`src/rtl/reuleaux_control.sv`:
```
// reuleaux_control: sequences an optional framebuffer clear followed by three
// clipped circle draws whose arcs form a Reuleaux triangle, and merges the
// clear pixels and the circle stage's pixels onto one VGA plot port.
// Build option: define REULEAUX_CLEAR_EN to compile in the 160x120 clear pass;
// without it the triangle is drawn over the existing framebuffer contents.
module reuleaux_control (
  input  logic        clk,
  input  logic        rst_n,
  input  logic        start,
  input  logic [2:0]  colour,
  input  logic [7:0]  centre_x,
  input  logic [6:0]  centre_y,
  input  logic [7:0]  diameter,
  output logic        done,
  output logic [7:0]  vga_x,
  output logic [6:0]  vga_y,
  output logic [2:0]  vga_colour,
  output logic        vga_plot,
  output logic        circ_start,
  output logic [11:0] circ_centre_x,
  output logic [11:0] circ_centre_y,
  output logic [7:0]  circ_radius,
  output logic [2:0]  circ_colour,
  output logic [11:0] circ_x_min,
  output logic [11:0] circ_x_max,
  output logic [11:0] circ_y_min,
  output logic [11:0] circ_y_max,
  input  logic        circ_done,
  input  logic [7:0]  circ_vga_x,
  input  logic [6:0]  circ_vga_y,
  input  logic [2:0]  circ_vga_colour,
  input  logic        circ_vga_plot
);

  typedef enum logic [3:0] {
    S_IDLE  = 4'd0,
    S_CLEAR = 4'd1,
    S_LOAD1 = 4'd2,
    S_DRAW1 = 4'd3,
    S_GAP1  = 4'd4,
    S_LOAD2 = 4'd5,
    S_DRAW2 = 4'd6,
    S_GAP2  = 4'd7,
    S_LOAD3 = 4'd8,
    S_DRAW3 = 4'd9,
    S_GAP3  = 4'd10,
    S_DONE  = 4'd11
  } state_e;

`ifdef REULEAUX_CLEAR_EN
  localparam state_e S_FIRST = S_CLEAR;
`else
  localparam state_e S_FIRST = S_LOAD1;
`endif

  state_e state_q, state_d;

  // Operation parameters captured when leaving IDLE.
  logic [7:0] cx_q;
  logic [6:0] cy_q;
  logic [7:0] d_q;
  logic [2:0] col_q;

  // Geometry source: live inputs while idle (so LOAD1 can follow IDLE
  // directly), latched copies once the operation is running.
  logic [7:0]  src_cx;
  logic [6:0]  src_cy;
  logic [7:0]  src_d;
  logic [2:0]  src_col;
  logic [15:0] prod_h1, prod_h2, half_d;
  logic [15:0] v1x_w, v2x_w, v12y_w, v3y_w;
  logic [11:0] v1x, v2x, v3x, v12y, v3y, d_ext;
  logic        unused_geom;

  // Circle parameter registers presented to the circle stage.
  logic [11:0] ccx_q, ccy_q, xmin_q, xmax_q, ymin_q, ymax_q;
  logic [7:0]  rad_q;
  logic [2:0]  ccol_q;

`ifdef REULEAUX_CLEAR_EN
  localparam logic [7:0] X_LAST = 8'd159;
  localparam logic [6:0] Y_LAST = 7'd119;
  logic [7:0] clr_x_q;
  logic [6:0] clr_y_q;
  logic       clr_last;

  assign clr_last = (clr_x_q == X_LAST) && (clr_y_q == Y_LAST);

  // Raster counters for the clear pass: x inner, y outer; parked at origin
  // whenever the clear pass is not running.
  always_ff @(posedge clk) begin
    if (!rst_n) begin
      clr_x_q <= '0;
      clr_y_q <= '0;
    end else if (state_q != S_CLEAR) begin
      clr_x_q <= '0;
      clr_y_q <= '0;
    end else if (clr_x_q == X_LAST) begin
      clr_x_q <= '0;
      clr_y_q <= clr_y_q + 7'd1;
    end else begin
      clr_x_q <= clr_x_q + 8'd1;
    end
  end
`endif

  // State register.
  always_ff @(posedge clk) begin
    if (!rst_n) state_q <= S_IDLE;
    else        state_q <= state_d;
  end

  // Capture the request's inputs on the IDLE to active transition only.
  always_ff @(posedge clk) begin
    if (!rst_n) begin
      cx_q  <= '0;
      cy_q  <= '0;
      d_q   <= '0;
      col_q <= '0;
    end else if (state_q == S_IDLE && start) begin
      cx_q  <= centre_x;
      cy_q  <= centre_y;
      d_q   <= diameter;
      col_q <= colour;
    end
  end

  assign src_cx  = (state_q == S_IDLE) ? centre_x : cx_q;
  assign src_cy  = (state_q == S_IDLE) ? centre_y : cy_q;
  assign src_d   = (state_q == S_IDLE) ? diameter : d_q;
  assign src_col = (state_q == S_IDLE) ? colour   : col_q;

  // Triangle vertices from centroid and side length, in 16-bit arithmetic
  // and then narrowed to 12-bit two's complement.
  always_comb begin
    prod_h1 = {8'd0, src_d} * 16'd74;
    prod_h2 = {8'd0, src_d} * 16'd148;
    half_d  = {9'd0, src_d[7:1]};
    v1x_w   = {8'd0, src_cx} + half_d;
    v2x_w   = {8'd0, src_cx} - half_d;
    v12y_w  = {9'd0, src_cy} + {8'd0, prod_h1[15:8]};
    v3y_w   = {9'd0, src_cy} - {8'd0, prod_h2[15:8]};
  end

  assign v1x   = v1x_w[11:0];
  assign v2x   = v2x_w[11:0];
  assign v3x   = {4'd0, src_cx};
  assign v12y  = v12y_w[11:0];
  assign v3y   = v3y_w[11:0];
  assign d_ext = {4'd0, src_d};
  assign unused_geom = ^{prod_h1[7:0], prod_h2[7:0], v1x_w[15:12],
                         v2x_w[15:12], v12y_w[15:12], v3y_w[15:12]};

  // Next-state logic; a dropped start aborts any active state to IDLE.
  always_comb begin
    state_d = state_q;
    case (state_q)
      S_IDLE:  if (start) state_d = S_FIRST;
`ifdef REULEAUX_CLEAR_EN
      S_CLEAR: if (clr_last) state_d = S_LOAD1;
`endif
      S_LOAD1: state_d = S_DRAW1;
      S_DRAW1: if (circ_done) state_d = S_GAP1;
      S_GAP1:  state_d = S_LOAD2;
      S_LOAD2: state_d = S_DRAW2;
      S_DRAW2: if (circ_done) state_d = S_GAP2;
      S_GAP2:  state_d = S_LOAD3;
      S_LOAD3: state_d = S_DRAW3;
      S_DRAW3: if (circ_done) state_d = S_GAP3;
      S_GAP3:  state_d = S_DONE;
      S_DONE:  state_d = S_DONE;
      default: state_d = S_IDLE;
    endcase
    if (state_q != S_IDLE && !start) state_d = S_IDLE;
  end

  // Load the next circle's centre, radius and clip box on entry to LOADk;
  // the values then stay stable through DRAWk.
  always_ff @(posedge clk) begin
    if (!rst_n) begin
      ccx_q  <= '0;
      ccy_q  <= '0;
      rad_q  <= '0;
      ccol_q <= '0;
      xmin_q <= '0;
      xmax_q <= '0;
      ymin_q <= '0;
      ymax_q <= '0;
    end else begin
      case (state_d)
        S_LOAD1: begin
          ccx_q  <= v1x;
          ccy_q  <= v12y;
          rad_q  <= src_d;
          ccol_q <= src_col;
          xmin_q <= v2x - 12'd1;
          xmax_q <= v3x + 12'd1;
          ymin_q <= v3y - 12'd1;
          ymax_q <= v12y + 12'd1;
        end
        S_LOAD2: begin
          ccx_q  <= v2x;
          ccy_q  <= v12y;
          rad_q  <= src_d;
          ccol_q <= src_col;
          xmin_q <= v3x - 12'd1;
          xmax_q <= v1x + 12'd1;
          ymin_q <= v3y - 12'd1;
          ymax_q <= v12y + 12'd1;
        end
        S_LOAD3: begin
          ccx_q  <= v3x;
          ccy_q  <= v3y;
          rad_q  <= src_d;
          ccol_q <= src_col;
          xmin_q <= v2x - 12'd1;
          xmax_q <= v1x + 12'd1;
          ymin_q <= v12y - 12'd1;
          ymax_q <= v3y + d_ext + 12'd1;
        end
        default: ;
      endcase
    end
  end

  assign circ_centre_x = ccx_q;
  assign circ_centre_y = ccy_q;
  assign circ_radius   = rad_q;
  assign circ_colour   = ccol_q;
  assign circ_x_min    = xmin_q;
  assign circ_x_max    = xmax_q;
  assign circ_y_min    = ymin_q;
  assign circ_y_max    = ymax_q;

  // Plot-port mux and handshake outputs decoded from the current state.
  always_comb begin
    vga_x      = '0;
    vga_y      = '0;
    vga_colour = '0;
    vga_plot   = 1'b0;
    circ_start = 1'b0;
    done       = 1'b0;
    case (state_q)
`ifdef REULEAUX_CLEAR_EN
      S_CLEAR: begin
        vga_x    = clr_x_q;
        vga_y    = clr_y_q;
        vga_plot = 1'b1;
      end
`endif
      S_DRAW1, S_DRAW2, S_DRAW3: begin
        vga_x      = circ_vga_x;
        vga_y      = circ_vga_y;
        vga_colour = circ_vga_colour;
        vga_plot   = circ_vga_plot;
        circ_start = 1'b1;
      end
      S_DONE:  done = 1'b1;
      default: ;
    endcase
  end

endmodule

```
`config.mk`:
```
export PLATFORM = sky130hd
export DESIGN_NAME = reuleaux_control
export DESIGN_NICKNAME = d
export VERILOG_FILES = /design/src/rtl/reuleaux_control.sv
export SDC_FILE = /design/constraint.sdc
export NUM_CORES = 1
export LEC_CHECK = 0
export ABC_AREA = 1
export BUFFER_PORTS_ARGS = -buffer_cell sky130_fd_sc_hd__buf_4
export CAP_MARGIN = 10
export CORE_MARGIN = 5
export CORE_UTILIZATION = 45
export CTS_CLUSTER_DIAMETER = 150
export CTS_CLUSTER_SIZE = 20
export DETAILED_ROUTE_END_ITERATION = 8
export GPL_TIMING_DRIVEN = 1
export PLACE_DENSITY = 0.73
export REMOVE_ABC_BUFFERS = 1
export SYNTH_ARGS = -nofsm -noshare
export SYNTH_HDL_FRONTEND = slang
export SYNTH_SLANG_ARGS = --single-unit
```
`constraint.sdc`:
```
create_clock -name clk -period 15.8 [get_ports clk]
set_clock_uncertainty 0.05 [all_clocks]
set_input_delay 3.16 -clock clk [delete_from_list [all_inputs] [get_ports clk]]
set_output_delay 3.16 -clock clk [all_outputs]
set_load 0.05 [all_outputs]
```
==> metrics, run 1 <==
total CTS buffers=9; critical path class=in -> reg; Crit-path slowest cell=o21ai_0; Synth cell types=48; clock slew at reported path FFs=70 ps; Yosys top cell by area=dfxtp_1; WHS Endpoint=cy_q[3]$_SDFFE_PN0P_; cells on worst reg2reg path=37; met2 Use GR=0.324; largest delay contributor family on the critical path=adder cells; initial antenna violation count=0; Ports=153; first-pass GRT wire length=35400 um; Peak VDD IR=0.114 mV; Critical R2R Launch=state_q[1]$_SDFF_PN0_; Die Y=143 um; Critical Path AT=8970 ps; GPL Wtd Cong=0.917; Period minus WS final=8720 ps; Max Cap Viol=0; Worst slew margin=0.224; Starting Density=0.460; Mapped Cells=1202; largest net degree at the start of global routing=90; worst hold path class=reg -> reg; fin nets=1428; Placeable Area=17400 um^2; TritonRoute pass-1 iters=5; post-CTS resize count=0; H-tree depth=3; CP peak stage delay=650 ps; Final Max Slew Viols=0; Die X=143 um; Yosys reg bits=101; EDFF count, synth=0; Max Freq=0.115 GHz; CP endpoint kind=flip-flop; hold depth=2; most frequent CP cell=inv_1; Hold Buf Count CTS=0; Clock Tree Buf Depth=2; DPL Wire Length=17000 um; HP Start=cy_q[3]$_SDFFE_PN0P_; Setup violations, final=0; final setup margin=7080 ps; busiest grt layer=met2; diode count=0; Root Buffer=clkbuf_16; clk_lat worst skew=360 ps; synth cell count leaders=nand2_1, inv_1, o21ai_0, dfxtp_1, a21oi_1; Overflow after GRT=0; worst r2r dst=circ_y_max[8]$_SDFFE_PN0P_; clock sink total=101; RSZ-0062 raised after global routing=false; synthesized area=7990 um^2; Worst Max-Slew Pin Slew=1160 ps; CP Launch Type=input pin; Hold Fails Final Rpt=0; final wirelength=22200 um; PwrDens=247 nW/um^2; YS warnings=0; outcome=complete, no violations; synth top area cells=dfxtp_1, nand2_1, ha_1; initial drt markers=591; number of global-route vias before repair=7251; final setup TNS=0 ps; pre-CTS WS=6760 ps; CTS tree=done; layout cells sized above 1=0.200; GR Util met3=0.0348; post-synthesis area per instance=6.65 um^2; detailed-route via count=7963; Worst Path Required=16050 ps; DR vias/cell=5.16; aggregate global-route resource usage=0.211; I/O Buffers=150; register area share after synthesis=0.253; GR met1 Demand/Resource=0.305; non-filler instance count after layout=1543; CP Max Fanout=6; P&R area growth vs syn=18.2%; period utilization=0.552; Post-DRT Antenna Nets=0; row count=48; R2R setup slack=9130 ps; most common cell in the netlist=nand2_1; Async SR Flop Fraction=0; top cell type's share of synthesized area=0.253; DRC Markers=0; die area=20500 um^2; dpl cells=1526; Leak=4.85 nW; WP buf/inv=10; Post-synth top flop=dfxtp_1; DR WL/cell=14.4 um; Setup Fix Bufs, Post-CTS=0
[state kept, by name, indices dropped and copies added, names as in the netlist]
| signal | flops |
|---|---|
| circ_centre_x | 10 |
| circ_centre_y | 9 |
| circ_colour | 3 |
| circ_radius | 8 |
| circ_x_max | 10 |
| circ_x_min | 10 |
| circ_y_max | 11 |
| circ_y_min | 10 |
| col_q | 3 |
| cx_q | 8 |
| cy_q | 7 |
| d_q | 8 |
| state_q | 4 |
[cell usage in the layout (no fill, tap or decap), types with 5 or more instances in the layout]
cell type	synthesis	layout
o21ai_0	128	128
xnor2_1	7	7
a211oi_1	10	10
nand3_2	12	12
a31oi_1	22	22
inv_2	10	10
clkbuf_16	0	9
fa_1	7	7
nor3_1	8	8
nand4_1	8	8
nor2_2	10	10
nor2_1	85	85
nand3_1	67	67
nand2_1	222	222
inv_1	178	178
nand2_4	5	5
ha_1	59	59
xor2_1	24	24
a21oi_1	87	87
dfxtp_1	101	101
nand2_2	37	37
buf_4	14	156
o21ai_1	13	13
[tightest hold or removal path, cell delays in order (launching register included)]
cell and delay [ps]:
dfxtp_1 300, inv_1 60, a21oi_1 50
[area by class of cell]
type | count | area, um^2
fill | 1713 | 7910
multi-input combinational | 856 | 4960
sequential | 101 | 2020
timing repair buffer | 156 | 1170
inverter | 189 | 712
tap | 225 | 282
clock buffer | 10 | 229
clock inverter | 6 | 71.3
[metal layers]
layer,vias to the layer above,part of all wire
met2,244,0.43
met4,0,0.018
met3,26,0.068
met5,-,0
met1,3570,0.48
li1,4123,-
[cells by family (layout without fill, tap and decap cells)]
group                    count (synthesis)  after routing  share of synthesized area
flip-flops                             101            101                      0.253
AND/OR/NAND/NOR                        471            471                      0.281
other                                    1              2                   0.000469
XOR/XNOR                                31             31                     0.0340
AO/OA/AOI/OAI                          286            286                      0.195
buffers and inverters                  246            361                      0.127
adder cells (fa/ha/maj)                 66             66                      0.110
[power breakdown]
part / switching [W] / leakage, nW / internal (W) / total [W]
logic: 0.00120 / 3.88 / 0.000573 / 0.00177
registers: 0.0000268 / 0.834 / 0.000303 / 0.000330
clock network: 0.000105 / 0.145 / 0.000125 / 0.000230
total: 0.00133 / 4.85 / 0.00100 / 0.00233
[metrics by stage]
stage / cell area [um^2] / util / hold WS (ps) / total power, W
after floorplan: 7690 / - / 374 / 0.00169
after detailed placement: 9140 / 0.527 / 397 / 0.00209
after global placement: 9140 / 0.527 / 384 / 0.00206
after global routing: 9450 / 0.544 / 416 / 0.00257
after CTS: 9440 / 0.544 / 407 / 0.00233
final: 9450 / 0.544 / 402 / 0.00233
[how the worst max path moves through the flow]
stage / from / to / slack, ps / cells past startpoint
after floorplan: diameter[4] / circ_y_max[8]$_SDFFE_PN0P_ / 7530 / 35
after global placement: diameter[4] / circ_y_max[8]$_SDFFE_PN0P_ / 6980 / 36
after detailed placement: diameter[4] / circ_y_max[8]$_SDFFE_PN0P_ / 6760 / 36
after CTS: diameter[6] / circ_y_max[8]$_SDFFE_PN0P_ / 7100 / 36
after global routing: diameter[4] / circ_y_max[8]$_SDFFE_PN0P_ / 6570 / 36
final: diameter[4] / circ_y_max[8]$_SDFFE_PN0P_ / 7080 / 36
Power figures use the tool's default switching activity.
==> run 2, diff against run 1 <==
==> constraint.sdc (replaced) <==
create_clock -name clk -period 8.3 [get_ports clk]
set_clock_uncertainty 0.05 [all_clocks]
set_input_delay 1.66 -clock clk [delete_from_list [all_inputs] [get_ports clk]]
set_output_delay 1.66 -clock clk [all_outputs]
set_load 0.05 [all_outputs]
==> metrics, run 2 (synthesis gave the netlist of run 1 again) <==
fill cell count=1750 (+2.2%); initial antenna violation count=0 (unchanged); commonest cells after routing, fill and taps aside=nand2_1, inv_1, buf_4, o21ai_0, dfxtp_1; Critical Path AT=7160 ps (-1810 ps); P&R area growth vs syn=18.6%; Root Buffer=clkbuf_16; RSZ-0062 raised after global routing=false; WP depth=35 (-2.8%); CTS tree=done; Overflow after GRT=0 (unchanged); worst hold slack=402 ps (-0.701 ps); clock slew at reported path FFs=70 ps (about the same); DPL Wire Length=16800 um (-1.5%); first-pass GRT wire length=35400 um (-0.14%); CP Max Fanout=5 (-1); Die Y=143 um (unchanged); fin nets=1432 (+0.28%); Setup Fix Bufs, Post-CTS=0 (unchanged); DR vias/cell=5.16 (about the same); max reg flops=11 (unchanged); I/O Buffers=150 (unchanged); outcome=complete, no violations; CP peak stage delay=490 ps (-160 ps); H-tree depth=3 (unchanged); GPL Wtd Cong=0.878 (-4.2%); Worst Max-Slew Pin Slew=1170 ps (+2.93 ps); post-CTS resize count=0 (unchanged); total CTS buffers=9 (unchanged); initial drt markers=555 (-6.1%); CP endpoint kind=flip-flop; clk_lat worst skew=360 ps (about the same); most frequent CP cell=inv_1; Crit-path slowest cell=o21ai_0; Placeable Area=17400 um^2 (unchanged); TritonRoute pass-1 iters=5 (unchanged); Setup violations, final=0 (unchanged); final setup TNS=0 ps (unchanged); hold depth=2 (unchanged); Post-DRT Antenna Nets=0 (unchanged); worst hold path class=reg -> reg; most common cell after layout, fill and taps aside=nand2_1; Max Cap Viol=0 (unchanged); Max Freq=0.144 GHz; Ports=153 (unchanged); DR WL/cell=14.1 um (-1.8%); Worst slew margin=0.222 (-0.00196); Hold Fails Final Rpt=0 (unchanged); largest net degree at the start of global routing=73 (-19%); aggregate global-route resource usage=0.212 (+0.000939); final wirelength=21800 um (-1.6%); number of global-route vias before repair=7140 (-1.5%); row count=48 (unchanged); CP Launch Type=input pin; largest delay contributor family on the critical path=adder cells; layout cells sized above 1=0.203 (+0.00242); DRC Markers=0 (unchanged); Starting Density=0.460 (unchanged); WP buf/inv=10 (unchanged); Final Max Slew Viols=0 (unchanged); Die X=143 um (unchanged); clock sink total=101 (unchanged); cells on worst reg2reg path=39 (+5.4%); Period minus WS final=6930 ps; detailed-route via count=7987 (+0.30%); Hold Buf Count CTS=0 (unchanged); diode count=0 (unchanged); critical path class=in -> reg; Clock Tree Buf Depth=2 (unchanged); die area=20500 um^2 (unchanged); period utilization=0.834; PwrDens=468 nW/um^2 (+90%); Worst Path Required=8540 ps (-7510 ps); Leak=4.87 nW (+0.32%); Peak VDD IR=0.215 mV (+88%)
run 2: worst reg2reg max path, delay by kind of cell, from the launching register on:
kind,cells,cell delay [ps]
AOI/OAI and AO/OA,8,1290
xor gates and xnor gates,1,350
adders and majority gates,6,2010
buffers and inverters,10,900
DFF,1,380
and+or+nand+nor,14,1370
run 2: final timing paths:
| path | startpoint | end | slack (ps) |
|---|---|---|---|
| worst max-delay path | diameter[1] | circ_y_max[8]$_SDFFE_PN0P_ | 1370 |
| worst min-delay path | cy_q[2]$_SDFFE_PN0P_ | cy_q[2]$_SDFFE_PN0P_ | 400 |
| worst max register to register | state_q[1]$_SDFF_PN0_ | circ_y_max[8]$_SDFFE_PN0P_ | 1900 |
| worst min register to register | cy_q[2]$_SDFFE_PN0P_ | cy_q[2]$_SDFFE_PN0P_ | 400 |
run 2: stage by stage:
step | utilization | total power (W) | instances | cell area, um^2 | worst slack [ps]
6_report | 0.546 | 0.00444 | 1547 | 9480 | 1370
3_3_place_gp | 0.528 | 0.00393 | 1530 | 9170 | 1120
2_1_floorplan | - | 0.00321 | 1146 | 7690 | 1530
4_1_cts | 0.545 | 0.00444 | 1546 | 9470 | 1370
3_5_place_dp | 0.528 | 0.00398 | 1530 | 9170 | 1030
5_1_grt | 0.546 | 0.00490 | 1547 | 9480 | 785
run 2: area by class of cell:
cell class | instances | area (um^2) | share of cell area
clock buffer | 10 | 229 | 0.0242
clock inverter | 6 | 70.1 | 0.00739
timing repair buffer | 160 | 1200 | 0.127
multi-input combinational | 856 | 4960 | 0.523
inverter | 189 | 712 | 0.0751
sequential | 101 | 2020 | 0.213
tap | 225 | 282 | 0.0297
run 2: where the power goes:
part / leakage (nW) / switching [W] / internal, W
clock network: 0.141 / 0.000201 / 0.000237
logic: 3.89 / 0.00227 / 0.00110
registers: 0.834 / 0.0000529 / 0.000578
total: 4.87 / 0.00253 / 0.00191
run 2: layer usage:
layer / vias up / GRT usage / routed length (um)
li1: 4128 / - / -
met1: 3584 / 0.310 / 10400
met2: 248 / 0.322 / 9480
met3: 27 / 0.0348 / 1580
met4: 0 / 0.0605 / 358
met5: - / 0 / 0
==> run 3, diff against run 2 <==
==> constraint.sdc (replaced) <==
create_clock -name clk -period 7.15 [get_ports clk]
set_clock_uncertainty 0.05 [all_clocks]
set_input_delay 1.43 -clock clk [delete_from_list [all_inputs] [get_ports clk]]
set_output_delay 1.43 -clock clk [all_outputs]
set_load 0.05 [all_outputs]
==> metrics, run 3 (synthesis gave the netlist of run 1 again) <==
PwrDens=540 nW/um^2 (+15%); detailed-route via count=7995 (+0.10%); DRC Markers=0 (unchanged); total CTS buffers=9 (unchanged); fill cell count=1675 (-4.3%); Hold Buf Count CTS=0 (unchanged); clock slew at reported path FFs=70 ps (about the same); Worst Path Required=7390 ps (-1150 ps); GPL Wtd Cong=0.924 (+5.2%); die area=20500 um^2 (unchanged); outcome=complete, no violations; fin nets=1436 (+0.28%); number of global-route vias before repair=7303 (+2.3%); CP endpoint kind=flip-flop; Post-DRT Antenna Nets=0 (unchanged); Hold Fails Final Rpt=0 (unchanged); period utilization=0.918; Max Freq=0.152 GHz; final setup TNS=0 ps (unchanged); H-tree depth=3 (unchanged); Leak=4.89 nW (+0.39%); most common cell after layout, fill and taps aside=nand2_1; WP buf/inv=10 (unchanged); Post-Layout Inst Area=9490 um^2 (+0.17%); TritonRoute pass-1 iters=6 (+1); diode count=0 (unchanged); Peak VDD IR=0.291 mV (+35%); Max Cap Viol=0 (unchanged); Placeable Area=17400 um^2 (unchanged); Die Y=143 um (unchanged); Root Buffer=clkbuf_16; CTS tree=done; row count=48 (unchanged); Overflow after GRT=0 (unchanged); P&R area growth vs syn=18.8%; critical path class=in -> reg; layout cells sized above 1=0.206 (+0.00316); RSZ-0062 raised after global routing=false; largest delay contributor family on the critical path=adder cells; Clock Tree Buf Depth=2 (unchanged); clk_lat worst skew=360 ps (about the same); initial drt markers=568 (+2.3%); CP Launch Type=input pin; Setup Fix Bufs, Post-CTS=0 (unchanged); Worst slew margin=0.262 (+0.0401); Final Max Slew Viols=0 (unchanged); I/O Buffers=150 (unchanged); post-CTS resize count=0 (unchanged); CP peak stage delay=470 ps (-20 ps); DPL Wire Length=16900 um (+0.53%); Period minus WS final=6560 ps; Critical Path AT=6800 ps (-360 ps); Setup violations, final=0 (unchanged); Starting Density=0.460 (unchanged); Crit-path slowest cell=fa_1; largest net degree at the start of global routing=73 (unchanged); Die X=143 um (unchanged); max reg flops=11 (unchanged); final wirelength=21900 um (+0.43%); DR vias/cell=5.15 (-0.16%); aggregate global-route resource usage=0.212 (-0.000532); clock sink total=101 (unchanged); initial antenna violation count=0 (unchanged); first-pass GRT wire length=35600 um (+0.72%); worst hold path class=reg -> reg; most frequent CP cell=inv_1; Worst Max-Slew Pin Slew=1110 ps (-60.0 ps); Post-DP Area=9200 um^2 (+0.33%); Ports=153 (unchanged); DR WL/cell=14.1 um (+0.17%); CP Max Fanout=5 (unchanged); commonest cells after routing, fill and taps aside=nand2_1, inv_1, buf_4, o21ai_0, dfxtp_1
-- run 3: cell types whose count changed in the layout (fill, tap and decap cells not counted), sizes merged --
cell      previous run  this run
buf                160       164
clkinv               1         3
bufinv               1         0
clkinvlp             2         1
-- run 3: tightest hold or removal path, stage by stage, from the launching register on --
cell,delay (ps)
dfxtp_1,320
nand2_1,60
nor2_1,30
-- run 3: worst paths after layout --
kind                                endpoint                  startpoint  slack (ps)  depth (start not counted)
setup / recovery  circ_y_max[8]$_SDFFE_PN0P_                 diameter[3]         590                         36
hold / removal    circ_x_max[9]$_SDFFE_PN0P_  circ_x_max[9]$_SDFFE_PN0P_         400                          2
setup reg to reg  circ_y_max[8]$_SDFFE_PN0P_       state_q[1]$_SDFF_PN0_         900                         37
hold reg to reg   circ_x_max[9]$_SDFFE_PN0P_  circ_x_max[9]$_SDFFE_PN0P_         400                          2
-- run 3: final cells by class --
type | instances | area, um^2 | share of cell area
clock buffers | 10 | 239 | 0.0252
clock inverters | 6 | 46.3 | 0.00488
inverters | 189 | 712 | 0.0750
multi-input cells | 856 | 4960 | 0.523
flip-flops and latches | 101 | 2020 | 0.213
well taps | 225 | 282 | 0.0297
repair buffers | 164 | 1230 | 0.130
-- run 3: metrics by stage --
stage | hold WS (ps) | setup slack [ps] | instances | util | total power [W]
after floorplan | 374 | 610 | 1146 | - | 0.00372
after global placement | 385 | 352 | 1534 | 0.530 | 0.00454
after detailed placement | 389 | 208 | 1534 | 0.530 | 0.00462
after CTS | 401 | 565 | 1550 | 0.546 | 0.00513
after global routing | 416 | 51.9 | 1551 | 0.547 | 0.00565
final | 398 | 588 | 1551 | 0.547 | 0.00513
-- run 3: power by group --
part           internal (W)  switching, W
Combinational       0.00128       0.00263
Sequential         0.000671     0.0000604
Clock              0.000249      0.000239
-- run 3: routing by layer --
metal	GRT usage	wire [um]	share of wire
met5	0	0	0
met4	0.0535	224	0.010
met2	0.333	9690	0.44
met1	0.305	10400	0.47
met3	0.0311	1650	0.075
